File: src/rtl/fifo_uart_tx_if.sv
// fifo_uart_tx_if: read-side handshake between a FIFO (slave) and its drain stage (master)
interface fifo_uart_tx_if;
  logic       fifo_empty;
  logic [7:0] fifo_data;
  logic       fifo_re;
  modport master (output fifo_re, input fifo_empty, fifo_data);
  modport slave (input fifo_re, output fifo_empty, fifo_data);
endinterface

File: src/rtl/fifo_uart_tx.sv
// fifo_uart_tx: pops bytes from an upstream FIFO and serialises them as 8N1 UART frames
module fifo_uart_tx #(
  parameter int CLKS_PER_BIT = 16,
  parameter int CNT_W = 16
) (
  input  logic           clock,
  input  logic           reset,
  input  logic           enable,
  fifo_uart_tx_if.master fifo,
  output logic           tx,
  output logic           busy,
  output logic           frame_done
);
  typedef enum logic [2:0] {IDLE, POP, LATCH, START, DATA, STOP} state_t;
  state_t state, state_n;
  logic [CNT_W-1:0] cnt, cnt_n;
  logic [2:0] idx, idx_n;
  logic [7:0] shift, shift_n;
  logic last, go;
  assign last = cnt == CNT_W'(CLKS_PER_BIT - 1);
  assign go = enable && !fifo.fifo_empty;
  always_comb begin
    state_n = state;
    cnt_n = last ? '0 : cnt + 1'b1;
    idx_n = idx;
    shift_n = shift;
    case (state)
      IDLE: begin
        state_n = go ? POP : IDLE;
        cnt_n = '0;
      end
      POP: begin
        state_n = LATCH;
        cnt_n = '0;
      end
      LATCH: begin
        state_n = START;
        cnt_n = '0;
        idx_n = '0;
        shift_n = fifo.fifo_data;
      end
      START: state_n = last ? DATA : START;
      DATA: if (last) begin
        shift_n = shift >> 1;
        idx_n = idx + 1'b1;
        state_n = idx == 3'd7 ? STOP : DATA;
      end
      STOP: if (last) state_n = go ? POP : IDLE;
      default: state_n = IDLE;
    endcase
  end
  // Outputs are registered from next-state values so they line up with the state they describe.
  always_ff @(posedge clock or negedge reset)
    if (!reset) begin
      state <= IDLE;
      cnt <= '0;
      idx <= '0;
      shift <= '0;
      tx <= 1'b1;
      busy <= 1'b0;
      fifo.fifo_re <= 1'b0;
      frame_done <= 1'b0;
    end else begin
      state <= state_n;
      cnt <= cnt_n;
      idx <= idx_n;
      shift <= shift_n;
      tx <= state_n == START ? 1'b0 : state_n == DATA ? shift_n[0] : 1'b1;
      busy <= state_n != IDLE;
      fifo.fifo_re <= state_n == POP;
      frame_done <= state_n == STOP && cnt_n == CNT_W'(CLKS_PER_BIT - 1);
    end
endmodule
File: src/flat_wrapper.sv
// flat-port wrapper written by rule: the top's interface ports become plain ports
module fifo_uart_tx_flat 
#(
  parameter int CLKS_PER_BIT = 16,
  parameter int CNT_W = 16
)
  (clock, reset, enable, tx, busy, frame_done, fifo_fifo_re, fifo_fifo_empty, fifo_fifo_data);
  fifo_uart_tx_if fifo_i ();
  input  logic clock;
  input  logic reset;
  input  logic enable;
  output logic tx;
  output logic busy;
  output logic frame_done;
  output wire logic [$bits(fifo_i.fifo_re)-1:0] fifo_fifo_re;
  input wire logic [$bits(fifo_i.fifo_empty)-1:0] fifo_fifo_empty;
  input wire logic [$bits(fifo_i.fifo_data)-1:0] fifo_fifo_data;
  assign fifo_fifo_re = fifo_i.fifo_re;
  assign fifo_i.fifo_empty = fifo_fifo_empty;
  assign fifo_i.fifo_data = fifo_fifo_data;
  fifo_uart_tx #(.CLKS_PER_BIT(CLKS_PER_BIT), .CNT_W(CNT_W)) u_core (.clock(clock), .reset(reset), .enable(enable), .fifo(fifo_i), .tx(tx), .busy(busy), .frame_done(frame_done));
endmodule
File: config.mk
export PLATFORM = sky130hd
export DESIGN_NAME = fifo_uart_tx_flat
export DESIGN_NICKNAME = d
export VERILOG_FILES = /design/src/rtl/fifo_uart_tx_if.sv /design/src/rtl/fifo_uart_tx.sv /design/src/flat_wrapper.sv
export SDC_FILE = /design/constraint.sdc
export NUM_CORES = 1
export LEC_CHECK = 0
export CAP_MARGIN = 25
export CORE_ASPECT_RATIO = 2
export CORE_UTILIZATION = 50
export DETAILED_ROUTE_END_ITERATION = 10
export GPL_TIMING_DRIVEN = 0
export PLACE_DENSITY = 0.74
export SYNTH_ARGS = -nofsm -noshare
export SYNTH_HDL_FRONTEND = slang
export SYNTH_SLANG_ARGS = --single-unit
export TNS_END_PERCENT = 20
File: constraint.sdc
create_clock -name clock -period 2.25 [get_ports clock]
set_input_delay 0.3375 -clock clock [delete_from_list [all_inputs] [get_ports clock]]
set_output_delay 0.3375 -clock clock [all_outputs]
set_load 0.005 [all_outputs]
==> impl_metrics.py <==
metrics = {
    "floorplan": {
        "start_util_pct": 52.1,
        "io_pins": 16,
        "core_um2": 3380,
        "die_w_um": 44.0,
        "die_area_um2": 3780,
        "dieHeight_um": 85.9,
        "fp-row-count": 30,
    },
    "route": {
        "wirelength_um": 4260,
        "ant_nets": 0,
        "drtIter0Drc": 50,
        "drc": 5,
        "wl_per_cell_um": 17.4,
        "avgViaCountPerCell": 6.17,
        "vias": 1511,
        "drtPass1Iterations": 7,
    },
    "hold_path": {
        "min_path_type": "in -> async",
    },
    "timing": {
        "worst_pin_slew_ns": 0.742,
        "slew_headroom_pct": 50.6,
        "period_minus_slack_ns": 2.26,
        "setup-violations-final": 2,
        "hold_viol_final": 0,
        "skew_ns": 0.00802,
        "tns_ns": -0.0139,
        "drv_slew": 0,
        "clock.fmax_mhz": 443,
        "period_share_pct": 100,
        "worst_slack_ns": -0.00755,
        "rsz0062_at_grt": "yes",
    },
    "synth": {
        "synthSimpleGateAreaFrac_pct": 24.4,
        "synthTopCellsByArea": "dfrtp_1, nor2_1, xnor2_1",
        "synth_top_area_share_pct": 46.9,
        "synth_top_area_cell": "dfrtp_1",
        "synthFlopType": "dfrtp_1",
        "synth_enable_flop_cells": 0,
        "yosysMostFrequentCell": "dfrtp_1",
        "synth_fa_ha_area_share_pct": 2.13,
        "synth_nets": 207,
        "synth_compound_area_share_pct": 11.8,
        "synthMuxAreaShare_pct": 0.569,
        "synth-warning-count": 0,
        "synth-seq-area-share_pct": 48.4,
        "synth-xor-area-share_pct": 8.46,
        "synth_cell_types": 36,
        "async_reset_ff_share_pct": 100,
        "synthCells": 192,
        "netlist_area_um2": 1760,
        "synth_seq_cells": 34,
        "postSynthAreaPerCell_um2": 9.17,
        "synth_top_family_by_area": "simple AND/OR/NAND/NOR gates",
        "ys_top_cells_by_count": "dfrtp_1, nor2_1, nand2_1",
    },
    "placed_design": {
        "gp_congestion": 0.906,
        "hpwl_um": 2970,
        "portBuffers": 15,
        "dpl.cell_count": 239,
    },
    "layout": {
        "finalNonFillerCells": 245,
        "nets": 227,
        "num_antenna_cells": 0,
        "final_util_pct": 63.7,
        "drive_above_1_share_pct": 16.4,
        "area_growth_syn_to_layout_pct": 22.3,
    },
    "clock_tree": {
        "cts_tree": "done",
        "tritoncts.num_buffers": 5,
        "insertion_delay_ns": 0.28,
        "cts_htree_levels": 2,
        "cts_hold_buf": 0,
        "clock_sinks": 34,
        "clk_pin_slew_ns": 0.07,
        "clockBufferDepth": 2,
        "root_buffer": "clkbuf_8",
    },
    "setup_path": {
        "cp_max_fo": 4,
        "end_kind": "register",
        "path_class": "reg -> reg",
        "worstPathArrival_ns": 2.42,
        "r2r_cells": 8,
        "crit_required_ns": 2.41,
        "r2r_end": "u_core.busy$_DFF_PN0_",
        "setup.worst_path.start_class": "register",
        "r2r_setup_slack_ns": -0.008,
        "crit-reg2reg-launch": "u_core.cnt[1]$_DFF_PN0_",
    },
    "global_routing": {
        "grt_start_max_net_pins": 35,
        "antenna_found_initial": 0,
        "grt_pass1_vias": 1607,
        "grt_usage_pct": 24.7,
        "grt_remaining_overflow": 0,
        "grt_pass1_wl_um": 6910,
    },
    "power": {
        "cellPowerDensity_nw_per_um2": 1020,
        "power_w": 0.00219,
        "vdd_drop_max_uv": 896,
        "p_leak_nw": 0.909,
    },
    "status": {
        "violations": "design-rule violations, negative setup slack",
        "outcome": "finished with violations",
    },
    "job": {
        "cap_viol_max_count": 0,
    },
}
## cells in the final DEF (no fill, tap or decap), drive strengths merged
master	netlist	routed
nand4b	1	1
nand3	7	7
clkbuf	14	12
ha	3	3
buf	0	6
mux2i	1	1
or4	1	1
a2111oi	1	1
a211o	1	1
or2	2	2
xnor2	11	11
a21oi	2	2
bufinv	0	1
nor4	5	5
nand2	18	18
a41oi	1	1
nor2	26	26
inv	6	6
a22oi	6	6
a221o	1	1
and3	4	4
o21bai	1	1
o31ai	4	4
nor2b	3	3
o21ba	1	1
or3	3	3
clkdlybuf4s50	0	14
a31oi	4	4
o2bb2ai	1	1
xor2	6	6
nand4	5	5
nor3	11	11
clkinv	0	2
a311oi	1	1
nand2b	2	2
dfstp	1	1
nor3b	1	1
o21ai	4	4
dfrtp	33	33
## critical path, stage by stage (launching register included)
cell	delay, ns
dfrtp_1	0.43
ha_4	0.17
and3_4	0.23
nand4_1	0.12
buf_4	0.18
o31ai_2	0.23
o31ai_1	0.11
a211o_1	0.34
or3_1	0.32
## worst max-delay path by stage
stage / startpoint / endpoint / slack, ns / depth (start not counted)
floorplan: u_core.cnt[0]$_DFF_PN0_ / u_core.cnt[10]$_DFF_PN0_ / 0.01 / 9
global placement: u_core.cnt[0]$_DFF_PN0_ / u_core.cnt[11]$_DFF_PN0_ / -0.53 / 9
detailed placement: u_core.cnt[0]$_DFF_PN0_ / u_core.cnt[11]$_DFF_PN0_ / -0.64 / 9
CTS: u_core.cnt[5]$_DFF_PN0_ / u_core.tx$_DFF_PN1_ / 0.002 / 6
global route: u_core.cnt[5]$_DFF_PN0_ / u_core.tx$_DFF_PN1_ / -0.07 / 6
finish: u_core.cnt[1]$_DFF_PN0_ / u_core.busy$_DFF_PN0_ / -0.008 / 8
## cell families after synthesis
group           Yosys count
simple gates             89
flops                    34
compound gates           28
buf+inv                  20
xor+xnor                 17
fa+ha+maj                 3
mux                       1
## layout make-up
cell class              count  area (µm²)
inverters                   6        22.5
multi-input cells         138         911
flip-flops and latches     34         856
repair buffers             20         183
clock buffers               5        68.8
clock inverters             3        40.0
well taps                  32        40.0
plain buffers               7        32.5
fillers                   290        1220
## through the flow
step                      hold slack [ns]  area, µm²  worst slack, ns
after floorplan                    0.0419       1760           0.0141
after global placement              0.457       1950           -0.532
after detailed placement            0.446       1950           -0.635
after CTS                           0.140       2090          0.00230
after global routing                0.173       2150          -0.0745
final                               0.115       2150         -0.00755
## what timing repair did
item,4_1_cts,5_1_grt
buffers inserted,4,1
setup endpoints to repair,30,24
pin swaps,3,4
hold endpoints to repair,0,0
resized for setup,7,18
## flip-flops by register name, summed over array words and instances (netlist names)
name / flops
u_core.fifo.fifo_re: 1
u_core.state: 3
u_core.frame_done: 1
u_core.shift: 8
u_core.busy: 1
u_core.idx: 3
u_core.cnt: 16
u_core.tx: 1
## layer usage
metal	share of wire, %	wire length [µm]	GRT usage (%)
met3	4.3	183	4.42
met4	4.5	192	17.1
met2	56	2370	44.5
met1	36	1520	23.8
met5	0	0	0
## where the power goes
part / switching [W] / internal [W] / leakage, nW
clock network: 0.000220 / 0.000326 / 0.0579
logic: 0.000459 / 0.000314 / 0.421
registers: 0.000112 / 0.000758 / 0.430
total: 0.000791 / 0.00140 / 0.909
Note: power is estimated with default switching activity, not from simulation.
